--- config.mk ---
export PLATFORM = sky130hd
export DESIGN_NAME = pid_cmd_parser
export DESIGN_NICKNAME = d
export VERILOG_FILES = /design/src/rtl/pid_cfg_pkg.sv /design/src/rtl/pid_cmd_parser_timeout.sv /design/src/rtl/pid_cmd_parser.sv
export SDC_FILE = /design/constraint.sdc
export NUM_CORES = 1
export LEC_CHECK = 0
export ABC_CLOCK_PERIOD_IN_PS = 6650
export BUFFER_PORTS_ARGS = -buffer_cell sky130_fd_sc_hd__buf_2
export CAP_MARGIN = 20
export CORE_MARGIN = 5
export CORE_UTILIZATION = 34
export CTS_CLUSTER_SIZE = 28
export DETAILED_ROUTE_END_ITERATION = 6
export SETUP_SLACK_MARGIN = 0.02
export SLEW_MARGIN = 25
export SYNTH_ARGS = -nofsm -noshare
export SYNTH_HDL_FRONTEND = slang
export SYNTH_SLANG_ARGS = --single-unit
--- constraint.sdc ---
create_clock -name clk -period 6.65 [get_ports clk]
set_input_delay 0.665 -clock clk [delete_from_list [all_inputs] [get_ports clk]]
set_output_delay 0.665 -clock clk [all_outputs]
set_load 0.02 [all_outputs]
--- src/rtl/pid_cfg_pkg.sv ---
// pid_cfg_pkg: shared definitions for the UART PID tuning command parser.
//   - gain_t      : Q8.8 unsigned gain (integer bits 7:0, fraction bits -1:-8)
//   - SYNC_BYTE / ACK / NAK framing and response codes
//   - cfg_addr_e  : register address map (ADDR[6:0])
//   - pid_state_e : packet parser FSM states
//   - reset values of the configuration registers
//   - calc_csum   : packet checksum helper
package pid_cfg_pkg;

  typedef logic [7:-8] gain_t;

  localparam logic [7:0] SYNC_BYTE = 8'hA5;
  localparam logic [7:0] ACK       = 8'h06;
  localparam logic [7:0] NAK       = 8'h15;

  typedef enum logic [6:0] {
    ADDR_KP_TACH   = 7'h00,
    ADDR_KI_TACH   = 7'h01,
    ADDR_KD_TACH   = 7'h02,
    ADDR_KP_WALL   = 7'h03,
    ADDR_KI_WALL   = 7'h04,
    ADDR_KD_WALL   = 7'h05,
    ADDR_DIST      = 7'h06,
    ADDR_BASE_TACH = 7'h07
  } cfg_addr_e;

  typedef enum logic [2:0] {
    ST_IDLE = 3'd0,
    ST_ADDR = 3'd1,
    ST_DHI  = 3'd2,
    ST_DLO  = 3'd3,
    ST_CSUM = 3'd4,
    ST_RESP = 3'd5
  } pid_state_e;

  localparam gain_t      KP_TACH_RST   = 16'h0F00;
  localparam gain_t      KP_WALL_RST   = 16'h0040;
  localparam gain_t      GAIN_ZERO     = 16'h0000;
  localparam logic [6:0] DIST_RST      = 7'd30;
  localparam logic [7:0] BASE_TACH_RST = 8'd12;

  // Packet checksum: XOR of address and both data bytes.
  function automatic logic [7:0] calc_csum(input logic [7:0] addr,
                                           input logic [7:0] d_hi,
                                           input logic [7:0] d_lo);
    return addr ^ d_hi ^ d_lo;
  endfunction

endpackage

--- src/rtl/pid_cmd_parser_timeout.sv ---
// cmd_timeout_timer: inter-byte idle counter for the command parser.
//   clk, reset : clock, asynchronous active-high reset
//   enable     : count while a packet is in progress
//   clear      : restart the count (a byte arrived)
//   expire     : high in the TIMEOUT_CLKS-th consecutive idle cycle; a clear
//                in that same cycle suppresses it, so an arriving byte wins
module cmd_timeout_timer
  import pid_cfg_pkg::*;
#(
  parameter int TIMEOUT_CLKS = 125000
) (
  input  logic clk,
  input  logic reset,
  input  logic enable,
  input  logic clear,
  output logic expire
);

  localparam int                CNT_W    = $clog2(TIMEOUT_CLKS + 1);
  localparam logic [CNT_W-1:0]  CNT_LAST = CNT_W'(TIMEOUT_CLKS - 1);

  logic [CNT_W-1:0] cnt_r;

  // Idle-cycle counter; holds at its last value until the parser leaves.
  always_ff @(posedge clk or posedge reset) begin
    if (reset) begin
      cnt_r <= {CNT_W{1'b0}};
    end else if (clear || !enable) begin
      cnt_r <= {CNT_W{1'b0}};
    end else if (cnt_r != CNT_LAST) begin
      cnt_r <= cnt_r + CNT_W'(1);
    end
  end

  assign expire = enable && !clear && (cnt_r == CNT_LAST);

endmodule

--- src/rtl/pid_cmd_parser.sv ---
// pid_cmd_parser: UART command parser for runtime PID tuning.
//   Packet: A5, ADDR, D_HI, D_LO, CSUM (CSUM = ADDR ^ D_HI ^ D_LO).
//   ADDR[7]=0 writes a register, ADDR[7]=1 reads it back.
// Ports:
//   clk, reset            : clock, asynchronous active-high reset
//   rx_valid, rx_data     : received byte strobe and data
//   tx_start, tx_data     : response byte strobe and data (to uart_tx)
//   tx_done               : transmitter finished the previous byte
//   k_{p,i,d}_{tach,wall} : Q8.8 PID gains
//   distance_cm_setpoint  : wall-follower distance setpoint
//   base_tach_count       : base tach edge-count setpoint
//   cfg_update            : one-cycle pulse after any register write
//   err_count             : saturating count of NAKed or aborted packets
module pid_cmd_parser
  import pid_cfg_pkg::*;
#(
  parameter int TIMEOUT_CLKS = 125000,
  parameter int GAIN_WIDTH   = 16,
  parameter int DIST_MIN     = 8,
  parameter int DIST_MAX     = 56
) (
  input  logic                  clk,
  input  logic                  reset,
  input  logic                  rx_valid,
  input  logic [7:0]            rx_data,
  output logic                  tx_start,
  output logic [7:0]            tx_data,
  input  logic                  tx_done,
  output logic [GAIN_WIDTH-1:0] k_p_tach,
  output logic [GAIN_WIDTH-1:0] k_i_tach,
  output logic [GAIN_WIDTH-1:0] k_d_tach,
  output logic [GAIN_WIDTH-1:0] k_p_wall,
  output logic [GAIN_WIDTH-1:0] k_i_wall,
  output logic [GAIN_WIDTH-1:0] k_d_wall,
  output logic [6:0]            distance_cm_setpoint,
  output logic [7:0]            base_tach_count,
  output logic                  cfg_update,
  output logic [7:0]            err_count
);

  pid_state_e state_r, state_s;

  logic [7:0] addr_r, dhi_r, dlo_r;
  gain_t      kp_tach_r, ki_tach_r, kd_tach_r;
  gain_t      kp_wall_r, ki_wall_r, kd_wall_r;
  logic [6:0] dist_r;
  logic [7:0] base_r;

  logic       tx_start_r;
  logic [7:0] tx_data_r;
  logic       cfg_update_r;
  logic [7:0] err_count_r;
  logic [7:0] resp_q_r [0:2];
  logic [1:0] resp_idx_r, resp_last_r;

  logic cap_addr_s, cap_dhi_s, cap_dlo_s, accept_s, tx_next_s, abort_s;
  logic csum_ok_s, addr_ok_s, dist_ok_s, is_read_s, pkt_ok_s, wr_s, nak_s;
  logic timer_en_s, expire_s;
  logic [15:0] rd_val_s;
  logic [7:0]  first_byte_s;

  assign timer_en_s = (state_r == ST_ADDR) || (state_r == ST_DHI) ||
                      (state_r == ST_DLO)  || (state_r == ST_CSUM);

  cmd_timeout_timer #(.TIMEOUT_CLKS(TIMEOUT_CLKS)) u_timeout (
    .clk    (clk),
    .reset  (reset),
    .enable (timer_en_s),
    .clear  (rx_valid),
    .expire (expire_s)
  );

  // Packet evaluation; the checksum byte is still on rx_data while in CSUM.
  always_comb begin
    csum_ok_s = (calc_csum(addr_r, dhi_r, dlo_r) == rx_data);
    addr_ok_s = (addr_r[6:0] <= ADDR_BASE_TACH);
    is_read_s = addr_r[7];
    if (!is_read_s && (addr_r[6:0] == ADDR_DIST)) begin
      dist_ok_s = (dlo_r >= 8'(DIST_MIN)) && (dlo_r <= 8'(DIST_MAX));
    end else begin
      dist_ok_s = 1'b1;
    end
    pkt_ok_s     = csum_ok_s && addr_ok_s && dist_ok_s;
    wr_s         = accept_s && pkt_ok_s && !is_read_s;
    nak_s        = accept_s && !pkt_ok_s;
    first_byte_s = pkt_ok_s ? ACK : NAK;
  end

  // Readback mux; narrow registers are zero-extended to 16 bits.
  always_comb begin
    rd_val_s = 16'h0000;
    case (addr_r[6:0])
      ADDR_KP_TACH:   rd_val_s = kp_tach_r;
      ADDR_KI_TACH:   rd_val_s = ki_tach_r;
      ADDR_KD_TACH:   rd_val_s = kd_tach_r;
      ADDR_KP_WALL:   rd_val_s = kp_wall_r;
      ADDR_KI_WALL:   rd_val_s = ki_wall_r;
      ADDR_KD_WALL:   rd_val_s = kd_wall_r;
      ADDR_DIST:      rd_val_s = {9'h000, dist_r};
      ADDR_BASE_TACH: rd_val_s = {8'h00, base_r};
      default:        rd_val_s = 16'h0000;
    endcase
  end

  // Next-state logic and datapath strobes.
  always_comb begin
    state_s    = state_r;
    cap_addr_s = 1'b0;
    cap_dhi_s  = 1'b0;
    cap_dlo_s  = 1'b0;
    accept_s   = 1'b0;
    tx_next_s  = 1'b0;
    abort_s    = 1'b0;
    case (state_r)
      ST_IDLE: begin
        if (rx_valid && (rx_data == SYNC_BYTE)) begin
          state_s = ST_ADDR;
        end else begin
          state_s = ST_IDLE;
        end
      end
      ST_ADDR: begin
        if (rx_valid) begin
          cap_addr_s = 1'b1;
          state_s    = ST_DHI;
        end else if (expire_s) begin
          abort_s = 1'b1;
          state_s = ST_IDLE;
        end else begin
          state_s = ST_ADDR;
        end
      end
      ST_DHI: begin
        if (rx_valid) begin
          cap_dhi_s = 1'b1;
          state_s   = ST_DLO;
        end else if (expire_s) begin
          abort_s = 1'b1;
          state_s = ST_IDLE;
        end else begin
          state_s = ST_DHI;
        end
      end
      ST_DLO: begin
        if (rx_valid) begin
          cap_dlo_s = 1'b1;
          state_s   = ST_CSUM;
        end else if (expire_s) begin
          abort_s = 1'b1;
          state_s = ST_IDLE;
        end else begin
          state_s = ST_DLO;
        end
      end
      ST_CSUM: begin
        if (rx_valid) begin
          accept_s = 1'b1;
          state_s  = ST_RESP;
        end else if (expire_s) begin
          abort_s = 1'b1;
          state_s = ST_IDLE;
        end else begin
          state_s = ST_CSUM;
        end
      end
      ST_RESP: begin
        // Incoming bytes are ignored here; only tx_done advances the response.
        if (tx_done && (resp_idx_r == resp_last_r)) begin
          state_s = ST_IDLE;
        end else if (tx_done) begin
          tx_next_s = 1'b1;
          state_s   = ST_RESP;
        end else begin
          state_s = ST_RESP;
        end
      end
      default: begin
        state_s = ST_IDLE;
      end
    endcase
  end

  // FSM state register.
  always_ff @(posedge clk or posedge reset) begin
    if (reset) begin
      state_r <= ST_IDLE;
    end else begin
      state_r <= state_s;
    end
  end

  // Packet field capture.
  always_ff @(posedge clk or posedge reset) begin
    if (reset) begin
      addr_r <= 8'h00;
      dhi_r  <= 8'h00;
      dlo_r  <= 8'h00;
    end else begin
      if (cap_addr_s) addr_r <= rx_data;
      if (cap_dhi_s)  dhi_r  <= rx_data;
      if (cap_dlo_s)  dlo_r  <= rx_data;
    end
  end

  // Configuration register file, written on the CSUM-accept edge.
  always_ff @(posedge clk or posedge reset) begin
    if (reset) begin
      kp_tach_r <= KP_TACH_RST;
      ki_tach_r <= GAIN_ZERO;
      kd_tach_r <= GAIN_ZERO;
      kp_wall_r <= KP_WALL_RST;
      ki_wall_r <= GAIN_ZERO;
      kd_wall_r <= GAIN_ZERO;
      dist_r    <= DIST_RST;
      base_r    <= BASE_TACH_RST;
    end else if (wr_s) begin
      case (addr_r[6:0])
        ADDR_KP_TACH:   kp_tach_r <= {dhi_r, dlo_r};
        ADDR_KI_TACH:   ki_tach_r <= {dhi_r, dlo_r};
        ADDR_KD_TACH:   kd_tach_r <= {dhi_r, dlo_r};
        ADDR_KP_WALL:   kp_wall_r <= {dhi_r, dlo_r};
        ADDR_KI_WALL:   ki_wall_r <= {dhi_r, dlo_r};
        ADDR_KD_WALL:   kd_wall_r <= {dhi_r, dlo_r};
        ADDR_DIST:      dist_r    <= dlo_r[6:0];
        ADDR_BASE_TACH: base_r    <= dlo_r;
        default: begin
        end
      endcase
    end
  end

  // Write-notification pulse and saturating error counter.
  always_ff @(posedge clk or posedge reset) begin
    if (reset) begin
      cfg_update_r <= 1'b0;
      err_count_r  <= 8'h00;
    end else begin
      cfg_update_r <= wr_s;
      if ((nak_s || abort_s) && (err_count_r != 8'hFF)) begin
        err_count_r <= err_count_r + 8'h01;
      end
    end
  end

  // Response queue and transmit handshake; the first byte goes out as RESP
  // is entered, each later byte only after the previous tx_done.
  always_ff @(posedge clk or posedge reset) begin
    if (reset) begin
      resp_q_r[0] <= 8'h00;
      resp_q_r[1] <= 8'h00;
      resp_q_r[2] <= 8'h00;
      resp_idx_r  <= 2'd0;
      resp_last_r <= 2'd0;
      tx_start_r  <= 1'b0;
      tx_data_r   <= 8'h00;
    end else if (accept_s) begin
      resp_q_r[0] <= first_byte_s;
      resp_q_r[1] <= rd_val_s[15:8];
      resp_q_r[2] <= rd_val_s[7:0];
      resp_idx_r  <= 2'd0;
      resp_last_r <= (pkt_ok_s && is_read_s) ? 2'd2 : 2'd0;
      tx_start_r  <= 1'b1;
      tx_data_r   <= first_byte_s;
    end else if (tx_next_s) begin
      resp_idx_r  <= resp_idx_r + 2'd1;
      tx_start_r  <= 1'b1;
      tx_data_r   <= resp_q_r[resp_idx_r + 2'd1];
    end else begin
      tx_start_r  <= 1'b0;
    end
  end

  assign tx_start             = tx_start_r;
  assign tx_data              = tx_data_r;
  assign k_p_tach             = kp_tach_r;
  assign k_i_tach             = ki_tach_r;
  assign k_d_tach             = kd_tach_r;
  assign k_p_wall             = kp_wall_r;
  assign k_i_wall             = ki_wall_r;
  assign k_d_wall             = kd_wall_r;
  assign distance_cm_setpoint = dist_r;
  assign base_tach_count      = base_r;
  assign cfg_update           = cfg_update_r;
  assign err_count            = err_count_r;

endmodule

==> results of run 1 <==
cell usage in the layout (no fill, tap or decap), types with 11 or more instances in the layout:
master	instances
nand3_1	12
nor2_1	49
clkbuf_16	17
a31oi_1	16
xor2_1	22
o21ai_0	13
dfrtp_1	184
mux2_1	30
xnor2_1	26
a22o_1	14
a22oi_1	12
buf_2	140
mux2_2	109
nand2_1	28
buf_4	11
dfstp_2	11
a221oi_1	13
sequential cells by signal, summed over array words and instances, names as in the netlist, 2 cells and up:
name and count:
k_p_tach 16, distance_cm_setpoint 7, err_count 8, tx_data 8
addr_r 8, u_timeout.cnt_r 17, resp_q_r 19, dhi_r 8
k_i_tach 16, k_d_tach 16, resp_idx_r 2, dlo_r 8
k_p_wall 16, base_tach_count 8, k_i_wall 16, state_r 3
k_d_wall 16
worst max-delay path, stage by stage, from the launching register on:
cell	delay, ns
dfrtp_1	0.89
nor2b_1	0.24
and3_1	0.33
a311oi_2	0.28
nand3_1	0.10
buf_4	0.25
nor4_4	0.81
buf_4	0.32
mux2_1	0.34
report_power, final:
part           total [W]  internal [W]  switching (W)  leakage [nW]
Combinational   0.000725      0.000341       0.000385          2.36
Sequential       0.00166       0.00134       0.000318          2.58
Clock            0.00107      0.000589       0.000483         0.301
metal layers:
layer,wire (um),vias to the layer above
li1,-,2877
met1,11540,3208
met2,12120,139
met3,927,19
met4,252,2
met5,7,-
stage by stage:
step	power, W	std cells
global placement	0.002394	1156
global route	0.003634	1189
CTS	0.003486	1188
detailed placement	0.002412	1156
floorplan	0.002143	712
finish	0.003457	1189
how the worst max path moves through the flow:
stage          cells past startpoint                       to             startpoint  slack (ns)
2_1_floorplan                      1    addr_r[0]$_DFFE_PP0P_                  reset        0.69
3_3_place_gp                       8  k_d_wall[0]$_DFFE_PP0P_  addr_r[0]$_DFFE_PP0P_        3.02
3_5_place_dp                       8  k_d_wall[5]$_DFFE_PP0P_  addr_r[0]$_DFFE_PP0P_        2.98
4_1_cts                            8  k_d_wall[4]$_DFFE_PP0P_  addr_r[0]$_DFFE_PP0P_        2.97
5_1_grt                            8  k_d_wall[3]$_DFFE_PP0P_  addr_r[0]$_DFFE_PP0P_        2.81
6_report                           8  k_d_wall[6]$_DFFE_PP0P_  addr_r[0]$_DFFE_PP0P_        2.96
cell type report:
cell class	count	area [um2]
multi-input cells	468	3915
flip-flops and latches	195	4893
well taps	335	419.2
fillers	2536	15460
clock inverters	11	143.9
repair buffers	153	809.5
clock buffers	21	460.4
inverters	6	30.03
cell families after synthesis:
| family | share of synthesized area, % |
|---|---|
| flip-flops | 54.21 |
| AND/OR/NAND/NOR | 9.995 |
| XOR/XNOR | 4.658 |
| adder cells (fa/ha/maj) | 0.2772 |
| buffers and inverters | 2.467 |
| multiplexers | 19.45 |
| AO/OA/AOI/OAI | 8.941 |
==> impl_metrics.toml, run 1 <==
[status]
status = "finished clean"

[layout]
design_area_um2 = 10670
antennaDiodeCount = 0
syn2layout_area_growth_pct = 18.23
post-route-util_pct = 40.84
drive_gt1_share_pct = 37.82
finalNetCount = 855

[worst_setup_path]
crit_arrival_ns = 4.00
worstRegToRegCells = 8
worst_setup_path_end_kind = "flip-flop"
critical_path_class = "reg2reg"
reg2reg_to = "k_d_wall[6]$_DFFE_PP0P_"
worstPathRequired_ns = 6.97
startpoint_type = "flip-flop"
r2r_slack_ns = 2.96
reg2reg_from = "addr_r[0]$_DFFE_PP0P_"
crit_fanout = 23

[sta]
period_minus_slack_ns = 3.687
max-slew-margin-rel_pct = 27.00
rsz0062_at_grt = "no"
setup_viol = 0
slew_viol_final = 0
finalCritPeriodShare_pct = 55.45
worst_slew_pin_slew_ns = 1.091
setup_ws_ns = 2.963
fin_hold_ws_ns = 0.3996
timing.fmax_mhz = 271.2
clock_skew_ns = 0.01565
fin_setup_tns_ns = 0
finalHoldViolCount = 0

[cts]
insertion_delay_ns = 0.44
cts_buffers = 17
cts.sinks = 195
cts_hold_buf = 0
ctsResizeCount = 0
cts_tree = "done"
clkTransAtPathRegs_ns = 0.07
cts_root_buf = "clkbuf_16"
htreeDepth = 4
cts_setup_buffers = 0
clockBufferDepth = 2

[place]
dpl_cell_area_um2 = 10050
portBuffers = 140
dp_hpwl_um = 17450
gp_congestion = 0.8132
dp_slack_ns = 2.983

[min_path]
hp-class = "in2async"

[synth]
synth_area_leaders = "dfrtp_1, mux2_2, mux2_1, dfstp_2, xnor2_1"
synth_edf_count = 0
seq_area_frac_synth_pct = 54.21
synth_top_area_cell = "dfrtp_1"
async_reset_ff_share_pct = 100.0
synth_common_cells = "dfrtp_1, mux2_2, nor2_1"
synth-seq-cells = 195
netlist_area_um2 = 9026
ys_types = 60
syn_nets = 726
netlist.area_leader.share_pct = 51.01
synth_most_common_cell = "dfrtp_1"
syn_inst = 712
ys.flop_type = "dfrtp_1"
yosys_warnings = 0
avgSynthCellArea_um2 = 12.68

[power]
powerDensity_nw_per_um2 = 323.9
ir_drop_mv = 0.1819
p_leak_nw = 5.241

[global_route]
grt_pass1_vias = 6395
use_met3_pct = 3.406
grt_max_degree = 118
antenna_found_initial = 1
grt_first_pass_wirelength_um = 39230
grt_util_met1_pct = 22.96
grt.total_usage_pct = 16.60
grtUsageMet2_pct = 27.12
busiest_layer = "met2"
grt_overflow = 0

[routing]
wire_per_inst_um = 20.90
wirelength_um = 24850
dr.first_iter.drc_count = 468
viasPerCell = 5.252
antenna_left = 0
drc = 0
vias = 6245
firstDrtPassIters = 5

[floorplan]
rows = 59
dieHeight_um = 172.9
ioPinCount = 141
fp.dieArea_um2 = 29910
core_area_um2 = 26130
fp.dieW_um = 172.9
start_util_pct = 34.54

[run]
cap_violations = 0
Note: power is estimated with default switching activity, not from simulation.
==> run 2, diff against run 1 <==
--- a/config.mk
+++ b/config.mk
@@ -5,7 +5,7 @@
 export SDC_FILE = /design/constraint.sdc
 export NUM_CORES = 1
 export LEC_CHECK = 0
-export ABC_CLOCK_PERIOD_IN_PS = 6650
+export ABC_CLOCK_PERIOD_IN_PS = 2950
 export BUFFER_PORTS_ARGS = -buffer_cell sky130_fd_sc_hd__buf_2
 export CAP_MARGIN = 20
 export CORE_MARGIN = 5
==> constraint.sdc (replaced) <==
create_clock -name clk -period 2.95 [get_ports clk]
set_input_delay 0.295 -clock clk [delete_from_list [all_inputs] [get_ports clk]]
set_output_delay 0.295 -clock clk [all_outputs]
set_load 0.02 [all_outputs]
==> run 2 against run 1 <==
Wire length increased by 0.89%. Worst hold slack got worse by 0.25 ns. Clock-buffer cell count decreased by 3. Critical endpoint is now k_d_wall[10]$_DFFE_PP0P_. Largest cell class unchanged. Largest power group unchanged.
==> impl_metrics.toml, run 2 (synthesis gave the netlist of run 1 again) <==
[status]
status = "finished clean"

[global_route]
grt_max_degree = 40
grt_overflow = 0
grt.total_usage_pct = 16.90
busiest_layer = "met2"
grt_util_met1_pct = 23.57
antenna_found_initial = 0
grt_pass1_vias = 6542
grt_first_pass_wirelength_um = 39870
grtUsageMet2_pct = 27.19
use_met3_pct = 3.668

[power]
ir_drop_mv = 0.4614
powerDensity_nw_per_um2 = 718.7
p_leak_nw = 5.472

[min_path]
hold_start = "rx_valid"
holdPathEnd = "state_r[1]$_DFF_PP0_"
hp-class = "in2reg"
hold_depth = 2

[floorplan]
fp.dieW_um = 172.9
start_util_pct = 34.54
ioPinCount = 141
fp.dieArea_um2 = 29910
core_area_um2 = 26130
dieHeight_um = 172.9
rows = 59

[layout]
drive_gt1_share_pct = 40.67
largestRegisters = "resp_q_r: 19 flops, u_timeout.cnt_r: 17 flops"
final_common_cell = "dfrtp_1"
finalNetCount = 896
final_cell_mix = "dfrtp_1, buf_2, mux2_2"
regMostFlops = "resp_q_r"
largest_reg_flops = 19
antennaDiodeCount = 0
syn2layout_area_growth_pct = 22.71

[sta]
period_minus_slack_ns = 2.648
clock_skew_ns = 0.01110
finalCritPeriodShare_pct = 89.77
fin_setup_tns_ns = 0
worst_slew_pin_slew_ns = 0.7014
slew_viol_final = 0
rsz0062_at_grt = "no"
setup_viol = 0
timing.fmax_mhz = 377.6
finalHoldViolCount = 0
fin_hold_ws_ns = 0.1484
max-slew-margin-rel_pct = 52.98

[cts]
cts_root_buf = "clkbuf_16"
cts_buffers = 17
cts.sinks = 195
cts_setup_buffers = 0
ctsResizeCount = 0
clkTransAtPathRegs_ns = 0.08
cts_tree = "done"
htreeDepth = 4
insertion_delay_ns = 0.43
cts_hold_buf = 0
clockBufferDepth = 2

[worst_setup_path]
startpoint_type = "flip-flop"
crit_fanout = 16
worstRegToRegCells = 7
critical_path_class = "reg2reg"
reg2reg_to = "k_d_wall[10]$_DFFE_PP0P_"
reg2reg_from = "addr_r[5]$_DFFE_PP0P_"
worstPathRequired_ns = 3.27
worst_setup_path_end_kind = "flip-flop"
crit_arrival_ns = 2.97
r2r_slack_ns = 0.30

[routing]
dr.first_iter.drc_count = 340
firstDrtPassIters = 4
antenna_left = 0
viasPerCell = 5.185
wire_per_inst_um = 20.38
wirelength_um = 25070
drc = 0
vias = 6378

[place]
dp_hpwl_um = 18560
portBuffers = 140
gp_congestion = 0.8065

[run]
cap_violations = 0
[run 2: changes by cell type in the layout (fill, tap and decap cells not counted), sizes merged]
cell	before	now
buf	153	193
clkinvlp	0	2
clkinv	3	2
dlygate4sd3	0	1
clkbuf	21	18
inv	12	14
[run 2: area by class of cell]
type | count | area (um2)
repair buffers | 194 | 1221
well taps | 335 | 419.2
inverters | 6 | 26.28
clock inverters | 14 | 163.9
clock buffers | 18 | 439.2
flip-flops and latches | 195 | 4893
multi-input cells | 468 | 3913
fillers | 2509 | 15060
[run 2: stage by stage]
stage	total power, W	area (um2)	setup WS (ns)	std cells	utilization, %
6_report	0.007960	11080	0.3019	1230	42.38
4_1_cts	0.008012	11050	0.2910	1228	42.27
3_5_place_dp	0.005600	10440	0.3032	1196	39.96
2_1_floorplan	0.004833	9030	0.1456	712	-
5_1_grt	0.008366	11080	0.1199	1230	42.38
3_3_place_gp	0.005590	10440	0.3211	1196	39.96
[run 2: power by group]
group	total (W)	leakage [nW]	internal (W)	switching (W)
clock	0.00240	0.298	0.00130	0.00110
combinational	0.00199	2.59	0.000907	0.00108
sequential	0.00357	2.58	0.00303	0.000541
[run 2: worst max-delay path: stages (launching register included)]
cell	delay, ns
dfrtp_1	0.42
or4_1	0.57
a311oi_2	0.20
nand3_1	0.22
buf_12	0.24
nor4_4	0.28
buf_4	0.25
mux2_2	0.35
[run 2: how the worst max path moves through the flow]
| stage | cells after the start | end | start | slack, ns |
|---|---|---|---|---|
| 2_1_floorplan | 1 | addr_r[0]$_DFFE_PP0P_ | reset | 0.15 |
| 3_3_place_gp | 6 | err_count[1]$_DFFE_PP0P_ | u_timeout.cnt_r[3]$_DFFE_PP0P_ | 0.32 |
| 3_5_place_dp | 6 | err_count[1]$_DFFE_PP0P_ | u_timeout.cnt_r[3]$_DFFE_PP0P_ | 0.30 |
| 4_1_cts | 6 | err_count[1]$_DFFE_PP0P_ | u_timeout.cnt_r[3]$_DFFE_PP0P_ | 0.29 |
| 5_1_grt | 6 | err_count[1]$_DFFE_PP0P_ | u_timeout.cnt_r[3]$_DFFE_PP0P_ | 0.12 |
| 6_report | 7 | k_d_wall[10]$_DFFE_PP0P_ | addr_r[5]$_DFFE_PP0P_ | 0.30 |
[run 2: layer usage]
| metal | wire, um | share of wire [%] |
|---|---|---|
| met2 | 12040 | 48 |
| met5 | 0 | 0 |
| met4 | 357 | 1.4 |
| met1 | 11610 | 46 |
| met3 | 1060 | 4.2 |
==> run 3, diff against run 2 <==
--- a/config.mk
+++ b/config.mk
@@ -5,13 +5,15 @@
 export SDC_FILE = /design/constraint.sdc
 export NUM_CORES = 1
 export LEC_CHECK = 0
-export ABC_CLOCK_PERIOD_IN_PS = 2950
+export ABC_CLOCK_PERIOD_IN_PS = 3100
 export BUFFER_PORTS_ARGS = -buffer_cell sky130_fd_sc_hd__buf_2
 export CAP_MARGIN = 20
 export CORE_MARGIN = 5
-export CORE_UTILIZATION = 34
+export CORE_UTILIZATION = 60
+export CTS_CLUSTER_DIAMETER = 30
 export CTS_CLUSTER_SIZE = 28
 export DETAILED_ROUTE_END_ITERATION = 6
+export PLACE_DENSITY = 0.84
 export SETUP_SLACK_MARGIN = 0.02
 export SLEW_MARGIN = 25
 export SYNTH_ARGS = -nofsm -noshare
==> constraint.sdc (replaced) <==
create_clock -name clk -period 3.1 [get_ports clk]
set_input_delay 0.31 -clock clk [delete_from_list [all_inputs] [get_ports clk]]
set_output_delay 0.31 -clock clk [all_outputs]
set_load 0.02 [all_outputs]
==> run 3 against run 2 <==
Power is 7.9% lower. Wire length is 4.2% lower. Sequential power is 2% lower. Cell count is 14% lower. Sequential cell count stayed put. Critical path depth is 1 lower. Via count is 4.4% higher. Highest routed layer is now met5. Worst hold slack better by 0.015 ns. Non-clock buffer count is 19 lower.
==> impl_metrics.toml, run 3 (synthesis gave the netlist of run 1 again) <==
[place]
dp_hpwl_um = 16800
portBuffers = 140
gp_congestion = 0.9002

[cts]
clockBufferDepth = 2
htreeDepth = 4
cts_setup_buffers = 0
cts_buffers = 17
cts_root_buf = "clkbuf_16"
insertion_delay_ns = 0.43
clkTransAtPathRegs_ns = 0.07
cts_tree = "done"
cts.sinks = 195

[sta]
worst_slew_pin_slew_ns = 0.7057
finalHoldViolCount = 0
max-slew-margin-rel_pct = 52.85
timing.fmax_mhz = 360.6
finalCritPeriodShare_pct = 89.47
slew_viol_final = 0
fin_setup_tns_ns = 0
setup_viol = 0
rsz0062_at_grt = "no"
period_minus_slack_ns = 2.773
fin_hold_ws_ns = 0.1635
clock_skew_ns = 0.006574

[global_route]
grt_first_pass_wirelength_um = 39040
antenna_found_initial = 1
grt_overflow = 0
grt_pass1_vias = 7070
grt_max_degree = 93
grt.total_usage_pct = 28.17

[layout]
regMostFlops = "resp_q_r"
fillCellCount = 926
finalNetCount = 877
drive_gt1_share_pct = 38.58
final_common_cell = "dfrtp_1"
syn2layout_area_growth_pct = 17.60
final_cell_mix = "dfrtp_1, buf_2, mux2_2"
largest_reg_flops = 19
antennaDiodeCount = 0
post-route-util_pct = 72.49
largestRegisters = "resp_q_r: 19 flops, u_timeout.cnt_r: 17 flops"

[power]
ir_drop_mv = 0.3971
p_leak_nw = 5.323
powerDensity_nw_per_um2 = 690.7

[routing]
wire_per_inst_um = 22.67
wirelength_um = 24030
firstDrtPassIters = 7
drc = 0
vias = 6660
dr.first_iter.drc_count = 700
antenna_left = 0
viasPerCell = 6.283

[worst_setup_path]
critical_path_class = "reg2reg"
crit_arrival_ns = 3.09
crit_fanout = 8
worst_setup_path_end_kind = "flip-flop"
startpoint_type = "flip-flop"
worstPathRequired_ns = 3.41

[floorplan]
fp.dieW_um = 132.7
rows = 44
fp.dieArea_um2 = 17600
ioPinCount = 141
dieHeight_um = 132.7
core_area_um2 = 14640
start_util_pct = 61.64

[status]
status = "finished clean"

[min_path]
hp-class = "in2reg"

[run]
cap_violations = 0
[run 3: changes by cell type in the layout (fill, tap and decap cells not counted), sizes merged]
| cell | change |
|---|---|
| buf | -19 |
| inv | -9 |
| clkbuf | +8 |
| clkinv | +1 |
[run 3: worst paths after layout]
kind,from,end,slack [ns],cells after the start
worst min register to register,resp_q_r[17]$_DFFE_PP0P_,resp_q_r[17]$_DFFE_PP0P_,0.48,1
max in group asynchronous,reset,k_p_tach[8]$_DFFE_PP1P_,1.66,4
min in group asynchronous,reset,err_count[5]$_DFFE_PP0P_,0.53,3
worst min-delay path,rx_data[7],addr_r[7]$_DFFE_PP0P_,0.16,3
worst max register to register,addr_r[5]$_DFFE_PP0P_,base_tach_count[0]$_DFFE_PP0P_,0.33,6
worst max-delay path,addr_r[5]$_DFFE_PP0P_,base_tach_count[0]$_DFFE_PP0P_,0.33,6
[run 3: routing by layer]
| metal | vias to the layer above | wire length (um) | share of wire [%] | global-route usage [%] |
|---|---|---|---|---|
| met1 | 3373 | 9484 | 39 | 36.86 |
| met5 | - | 13 | 0.054 | 0 |
| met3 | 63 | 1678 | 7.0 | 6.264 |
| met2 | 315 | 11990 | 50 | 45.66 |
| li1 | 2907 | - | - | - |
| met4 | 2 | 862 | 3.6 | 12.01 |
[run 3: final cells by class]
| type | instances | area [um2] | share of cell area (%) |
|---|---|---|---|
| Multi-Input combinational cell | 468 | 3913 | 36.86 |
| Inverter | 6 | 26.28 | 0.2475 |
| Clock buffer | 26 | 479.2 | 4.514 |
| Tap cell | 184 | 230.2 | 2.169 |
| Timing Repair Buffer | 175 | 991.0 | 9.335 |
| Sequential cell | 195 | 4893 | 46.10 |
| Clock inverter | 6 | 82.58 | 0.7779 |
[run 3: what timing repair did]
action	4_1_cts	5_1_grt
hold endpoints to repair	28	0
gates resized for setup	0	0
hold buffers	1	0
[run 3: critical path, stage by stage (launching register included)]
cell and delay, ns:
dfrtp_1 0.44, or4_1 0.58, a311oi_2 0.21, nand3_1 0.14
buf_4 0.24, nor4_4 0.64, mux2_2 0.41
[run 3: where the power goes]
group	switching [W]	internal, W
Combinational	0.000917	0.000780
Clock	0.000911	0.00123
Sequential	0.000612	0.00288
Total	0.00244	0.00489
[run 3: per-stage QoR]
stage	area, um2	setup WS (ns)	power, W	instances
after floorplan	9030	0.2806	0.004599	712
after global placement	10040	0.4144	0.005093	1027
after detailed placement	10040	0.3385	0.005191	1027
after CTS	10620	0.2961	0.007325	1060
after global routing	10620	0.1437	0.007677	1060
final	10620	0.3266	0.007332	1060
